$ cat config.mk
export PLATFORM = sky130hd
export DESIGN_NAME = fpu_mul16_sig_iter
export DESIGN_NICKNAME = d
export VERILOG_FILES = /design/src/rtl/fpu_mul16_sig_iter.sv
export SDC_FILE = /design/constraint.sdc
export NUM_CORES = 1
export LEC_CHECK = 0
export CORE_MARGIN = 4
export CORE_UTILIZATION = 56
export DETAILED_ROUTE_END_ITERATION = 16
export MAX_ROUTING_LAYER = met4
export PLACE_DENSITY = 0.82
export SLEW_MARGIN = 30
export SYNTH_ARGS = -nofsm -noshare
export SYNTH_HDL_FRONTEND = slang
export SYNTH_SLANG_ARGS = --single-unit
$ cat constraint.sdc
create_clock -name clk -period 3.9 [get_ports clk]
set_input_delay 0.975 -clock clk [delete_from_list [all_inputs] [get_ports clk]]
set_output_delay 0.975 -clock clk [all_outputs]
set_load 0.01 [all_outputs]
$ cat src/rtl/fpu_mul16_sig_iter.sv
// FP16 multiply front end: iterative shift-add significand product with exponent
// and special-operand handling, emitted in the unnormalized layout of the normalizer.
//
// state | meaning
// IDLE  | waiting for operands, inReady high
// BUSY  | shift-add iterations, STEP multiplier bits consumed per cycle
// DONE  | first cycle registers the result, then outValid held until outReady

module fpu_mul16_sig_iter #(
    parameter int STEP = 1,
    parameter int PFW  = 20
) (
    input  logic           clk,
    input  logic           rst_n,
    input  logic           inValid,
    output logic           inReady,
    input  logic [15:0]    opA,
    input  logic [15:0]    opB,
    output logic           outValid,
    input  logic           outReady,
    output logic           unnormSign,
    output logic [1:0]     unnormInt,
    output logic [PFW-1:0] unnormFrac,
    output logic [4:0]     unnormExp,
    output logic [9:0]     denormDiff,
    output logic           sticky,
    output logic           OFin,
    output logic           isNaN,
    output logic           isInf
);

    localparam int N  = (11 + STEP - 1) / STEP;
    localparam int MW = N * STEP;
    localparam int CW = 4;

    generate
        if (STEP != 1 && STEP != 2) begin : g_bad_step
            $error("fpu_mul16_sig_iter: STEP must be 1 or 2");
        end
        if (PFW != 20) begin : g_bad_pfw
            $error("fpu_mul16_sig_iter: PFW must be 20");
        end
    endgenerate

    typedef enum logic [1:0] {
        S_IDLE,
        S_BUSY,
        S_DONE
    } state_t;

    state_t          state_q;
    logic [CW-1:0]   cnt_q;
    logic [15:0]     opa_q;
    logic [15:0]     opb_q;
    logic [21:0]     acc_q;
    logic [21:0]     mcand_q;
    logic [MW-1:0]   mplier_q;

    logic            in_ready_q;
    logic            out_valid_q;
    logic            sign_q;
    logic [1:0]      int_q;
    logic [PFW-1:0]  frac_q;
    logic [4:0]      exp_q;
    logic [9:0]      dd_q;
    logic            of_q;
    logic            nan_q;
    logic            inf_q;

    // Zero, infinity and NaN all bypass the iterative datapath.
    function automatic logic is_fast(input logic [15:0] x);
        return (x[14:10] == 5'h1f) || (x[14:0] == 15'd0);
    endfunction

    logic [10:0] sig_a_in;
    logic [10:0] sig_b_in;

    assign sig_a_in = {opA[14:10] != 5'd0, opA[9:0]};
    assign sig_b_in = {opB[14:10] != 5'd0, opB[9:0]};

    logic [21:0] pp;

    always_comb begin
        pp = '0;
        for (int i = 0; i < STEP; i++) begin
            if (mplier_q[i]) begin
                pp = pp + (mcand_q << i);
            end
        end
    end

    logic            a_zero, b_zero, a_inf, b_inf, a_nan, b_nan;
    logic [4:0]      ea, eb;
    logic signed [6:0] exp_sum;
    logic [6:0]      neg_sum;

    logic            res_sign_d;
    logic [1:0]      res_int_d;
    logic [PFW-1:0]  res_frac_d;
    logic [4:0]      res_exp_d;
    logic [9:0]      res_dd_d;
    logic            res_of_d;
    logic            res_nan_d;
    logic            res_inf_d;

    always_comb begin
        a_zero  = (opa_q[14:0] == 15'd0);
        b_zero  = (opb_q[14:0] == 15'd0);
        a_inf   = (opa_q[14:10] == 5'h1f) && (opa_q[9:0] == 10'd0);
        b_inf   = (opb_q[14:10] == 5'h1f) && (opb_q[9:0] == 10'd0);
        a_nan   = (opa_q[14:10] == 5'h1f) && (opa_q[9:0] != 10'd0);
        b_nan   = (opb_q[14:10] == 5'h1f) && (opb_q[9:0] != 10'd0);
        ea      = (opa_q[14:10] == 5'd0) ? 5'd1 : opa_q[14:10];
        eb      = (opb_q[14:10] == 5'd0) ? 5'd1 : opb_q[14:10];
        exp_sum = 7'(ea) + 7'(eb) - 7'd15;
        neg_sum = 7'(-exp_sum);

        res_sign_d = opa_q[15] ^ opb_q[15];
        res_int_d  = acc_q[21:20];
        res_frac_d = acc_q[PFW-1:0];
        res_exp_d  = '0;
        res_dd_d   = '0;
        res_of_d   = 1'b0;
        res_nan_d  = 1'b0;
        res_inf_d  = 1'b0;

        if (a_nan || b_nan || (a_inf && b_zero) || (b_inf && a_zero)) begin
            res_nan_d  = 1'b1;
            res_sign_d = 1'b0;
            res_int_d  = '0;
            res_frac_d = '0;
        end else if (a_inf || b_inf) begin
            res_inf_d  = 1'b1;
            res_of_d   = 1'b1;
            res_int_d  = '0;
            res_frac_d = '0;
        end else if (a_zero || b_zero) begin
            res_int_d  = '0;
            res_frac_d = '0;
        end else if (exp_sum >= 7'sd31) begin
            res_of_d   = 1'b1;
            res_int_d  = '0;
            res_frac_d = '0;
        end else if (exp_sum >= 7'sd1) begin
            res_exp_d  = exp_sum[4:0];
        end else begin
            res_dd_d   = (neg_sum > 7'd31) ? 10'd31 : 10'(neg_sum);
        end
    end

    always_ff @(posedge clk) begin
        if (!rst_n) begin
            state_q     <= S_IDLE;
            cnt_q       <= '0;
            opa_q       <= '0;
            opb_q       <= '0;
            acc_q       <= '0;
            mcand_q     <= '0;
            mplier_q    <= '0;
            in_ready_q  <= 1'b1;
            out_valid_q <= 1'b0;
            sign_q      <= 1'b0;
            int_q       <= '0;
            frac_q      <= '0;
            exp_q       <= '0;
            dd_q        <= '0;
            of_q        <= 1'b0;
            nan_q       <= 1'b0;
            inf_q       <= 1'b0;
        end else begin
            case (state_q)
                S_IDLE: begin
                    if (inValid && in_ready_q) begin
                        opa_q      <= opA;
                        opb_q      <= opB;
                        acc_q      <= '0;
                        cnt_q      <= '0;
                        mcand_q    <= 22'(sig_a_in);
                        mplier_q   <= MW'(sig_b_in);
                        in_ready_q <= 1'b0;
                        state_q    <= (is_fast(opA) || is_fast(opB)) ? S_DONE : S_BUSY;
                    end
                end
                S_BUSY: begin
                    acc_q    <= acc_q + pp;
                    mcand_q  <= mcand_q << STEP;
                    mplier_q <= mplier_q >> STEP;
                    cnt_q    <= cnt_q + 1'b1;
                    if (cnt_q == CW'(N - 1)) begin
                        state_q <= S_DONE;
                    end
                end
                S_DONE: begin
                    if (!out_valid_q) begin
                        sign_q      <= res_sign_d;
                        int_q       <= res_int_d;
                        frac_q      <= res_frac_d;
                        exp_q       <= res_exp_d;
                        dd_q        <= res_dd_d;
                        of_q        <= res_of_d;
                        nan_q       <= res_nan_d;
                        inf_q       <= res_inf_d;
                        out_valid_q <= 1'b1;
                    end else if (outReady) begin
                        out_valid_q <= 1'b0;
                        in_ready_q  <= 1'b1;
                        state_q     <= S_IDLE;
                    end
                end
                default: begin
                    state_q <= S_IDLE;
                end
            endcase
        end
    end

    assign inReady    = in_ready_q;
    assign outValid   = out_valid_q;
    assign unnormSign = sign_q;
    assign unnormInt  = int_q;
    assign unnormFrac = frac_q;
    assign unnormExp  = exp_q;
    assign denormDiff = dd_q;
    assign sticky     = 1'b0;
    assign OFin       = of_q;
    assign isNaN      = nan_q;
    assign isInf      = inf_q;

endmodule

==> out/metrics.yaml <==
drv_slew: 0
crit_fanout: 26
internal-power_mw: 2.62
irDropWorstVdd_mv: 0.287
core_area_mm2: 0.0120
drc_errors: 0
synthMuxAreaShare_pct: 0.294
p_clk_share_pct: 43.7
synth-async-reset-ratio_pct: 0
via_per_inst: 5.77
cts_htree_levels: 4
io_pins: 80
relSlewSlack_pct: 58.4
clock-sinks: 133
die_w_um: 118
rsz0062_at_grt: "false"
synth_edf_count: 0
skew_ns: 0.00414
synth_area_leaders: "dfxtp_1, nand2_1, ha_1"
synthAdderAreaFrac_pct: 7.02
grt_pass1_vias: 5553
grt_first_pass_wirelength_mm: 26.7
p_leak_nw: 3.14
ys.flop_type: "dfxtp_1"
grt_max_degree: 111
yosysMostFrequentCell: "nand2_1"
grt_usage_pct: 23.7
final_util_pct: 68.4
dr.pass1.iters: 5
fmax_ghz: 0.305
period_needed_ns: 3.28
combPwrFrac_pct: 14.9
area_growth_pct: 20.1
synth_top_family_by_area: "simple AND/OR/NAND/NOR gates"
status: "finished clean"
clk_latency_ns: 0.41
synth_commonest_cells: "nand2_1, dfxtp_1, a21oi_1, nor2_1, nand3_1"
fp.dieH_um: 118
finalSetupViolCount: 0
nFillCells: 1003
yosys_warnings: 0
cts_resized: 0
synth_compound_gate_area_share_pct: 19.7
clkTransAtPathRegs_ns: 0.05
drive_gt1_share_pct: 7.47
cts_tree: "yes"
finalHoldViolCount: 0
synth_area_mm2: 0.00681
wl_mm: 15.8
yosysSeqAreaShare_pct: 39.1
rows: 40
place_congestion: 0.937
grt_overflow_total: 0
cts_inserted_buffers: 17
critPathKind: "reg -> reg"
drv_cap: 0
fin_setup_tns_ns: 0
vias: 6095
cts.root.buffer_cell: "clkbuf_16"
start_util_pct: 56.9
drt-initial-drc-count: 455
n_antenna_cell: 0
crit_arrival_ns: 3.56
avgRoutedWirePerCell_um: 15.0
clock_tree.buffer_depth: 2
p_total_mw: 3.54
dp_hpwl_mm: 11.1
p_per_area_mw_per_mm2: 433
swShare_pct: 26.0
port_buffers: 75
synth_top_area_share_pct: 39.1
synth_top_cell_by_area: "dfxtp_1"
hold_path.class: "reg -> reg"
synth.avg_cell_area_um2: 8.02
layout.nets: 973
syn_inst: 849
cts_setup_buffers: 0
cts_hold_buf: 0
antenna_found_initial: 0
yosys.area_share.simple_pct: 26.1
worst_setup_path_end_kind: "flip-flop"
power_frac_seq_pct: 41.4
ant_nets: 0
yosysUniqueCellTypes: 72
dieArea_mm2: 0.0140
crit_required_ns: 4.18
min_period_over_period_pct: 84.0
synthXorXnorAreaFrac_pct: 3.21
hold_ws_ns: 0.452
cp-start-kind: "flip-flop"
ys_seq_elements: 133
worstMarginPinSlew_ns: 0.623
switchingPower_mw: 0.922
[path summary, 6_finish.rpt]
check,from,end,slack (ns),depth (start not counted)
max reg2reg,opb_q[11]$_SDFFE_PN0P_,unnormExp[4]$_SDFFE_PN0P_,0.62,15
max,opb_q[11]$_SDFFE_PN0P_,unnormExp[4]$_SDFFE_PN0P_,0.62,15
min reg2reg,unnormExp[1]$_SDFFE_PN0P_,unnormExp[1]$_SDFFE_PN0P_,0.45,2
min,unnormExp[1]$_SDFFE_PN0P_,unnormExp[1]$_SDFFE_PN0P_,0.45,2
[layout make-up]
type,count,area [um2],area share (%)
clock inverter,4,70.1,0.857
multi-input combinational,648,3860,47.2
clock buffer,25,505,6.18
sequential,133,2660,32.5
timing repair buffer,85,838,10.2
inverter,15,56.3,0.688
tap,147,184,2.25
[flip-flops by register name, summed over array words and instances, names as in the netlist, 2 cells and up]
signal and cells:
denormDiff 7, state_q 2, mcand_q 22, cnt_q 4, acc_q 22, mplier_q 11
opb_q 16, unnormInt 2, unnormFrac 20, opa_q 16, unnormExp 5
[logic make-up (layout without fill, tap and decap cells)]
group,after synthesis,in the layout
multiplexers,2,2
AO/OA/AOI/OAI,205,205
XOR/XNOR,22,22
flip-flops,133,133
adder cells (fa/ha/maj),37,37
AND/OR/NAND/NOR,378,378
other,1,4
buffers and inverters,71,129
[cell usage in the layout, fill, tap and decap left out, types with 9 or more instances in the layout]
cell / synthesis / routed
ha_1: 35 / 35
buf_4: 4 / 9
clkbuf_16: 0 / 17
nor3_1: 9 / 9
nand2_1: 162 / 162
a22oi_2: 12 / 12
xnor2_1: 12 / 12
dfxtp_1: 133 / 133
o21ai_0: 27 / 27
nor2_1: 69 / 68
nand3_1: 45 / 44
a22oi_1: 11 / 11
nor4_1: 11 / 11
and3_1: 10 / 10
a31oi_1: 25 / 25
and2_1: 26 / 26
a21oi_1: 77 / 77
inv_1: 15 / 14
clkdlybuf4s50_1: 0 / 75
[power by group through the flow]
stage | Combinational [mW] | Sequential, mW | Clock (mW)
final | 0.527 | 1.47 | 1.55
after global placement | 0.515 | 1.49 | 0
after floorplan | 0.373 | 1.48 | 0
after global routing | 0.591 | 1.47 | 1.64
after CTS | 0.524 | 1.47 | 1.57
after detailed placement | 0.522 | 1.49 | 0
[metal layers]
layer  GRT usage [%]  wire, um  share of wire (%)  up-vias
met5               -         0                  0        -
met4            7.69       208                1.3        0
met3            5.41       714                4.5       20
met2            37.5      7510                 47      158
met1            30.1      7390                 47     2841
li1                -         -                  -     3076
[through the flow]
step	instances	setup WS, ns	area (um2)
finish	1057	0.622	8180
global route	1057	0.370	8180
CTS	1057	0.627	8180
detailed placement	1028	0.629	7600
global placement	1028	0.739	7600
floorplan	852	0.911	6820
[critical path: stages (launching register included)]
cell,delay (ns)
dfxtp_1,0.34
nor4_1,0.38
nor2_1,0.08
ha_1,0.18
inv_1,0.05
ha_1,0.16
inv_1,0.06
fa_1,0.41
and2b_4,0.30
o21ai_4,0.10
xnor2_4,0.20
nand3_1,0.16
and3_1,0.22
buf_4,0.23
a32oi_1,0.23
nor2_1,0.05
Power figures use the tool's default switching activity.
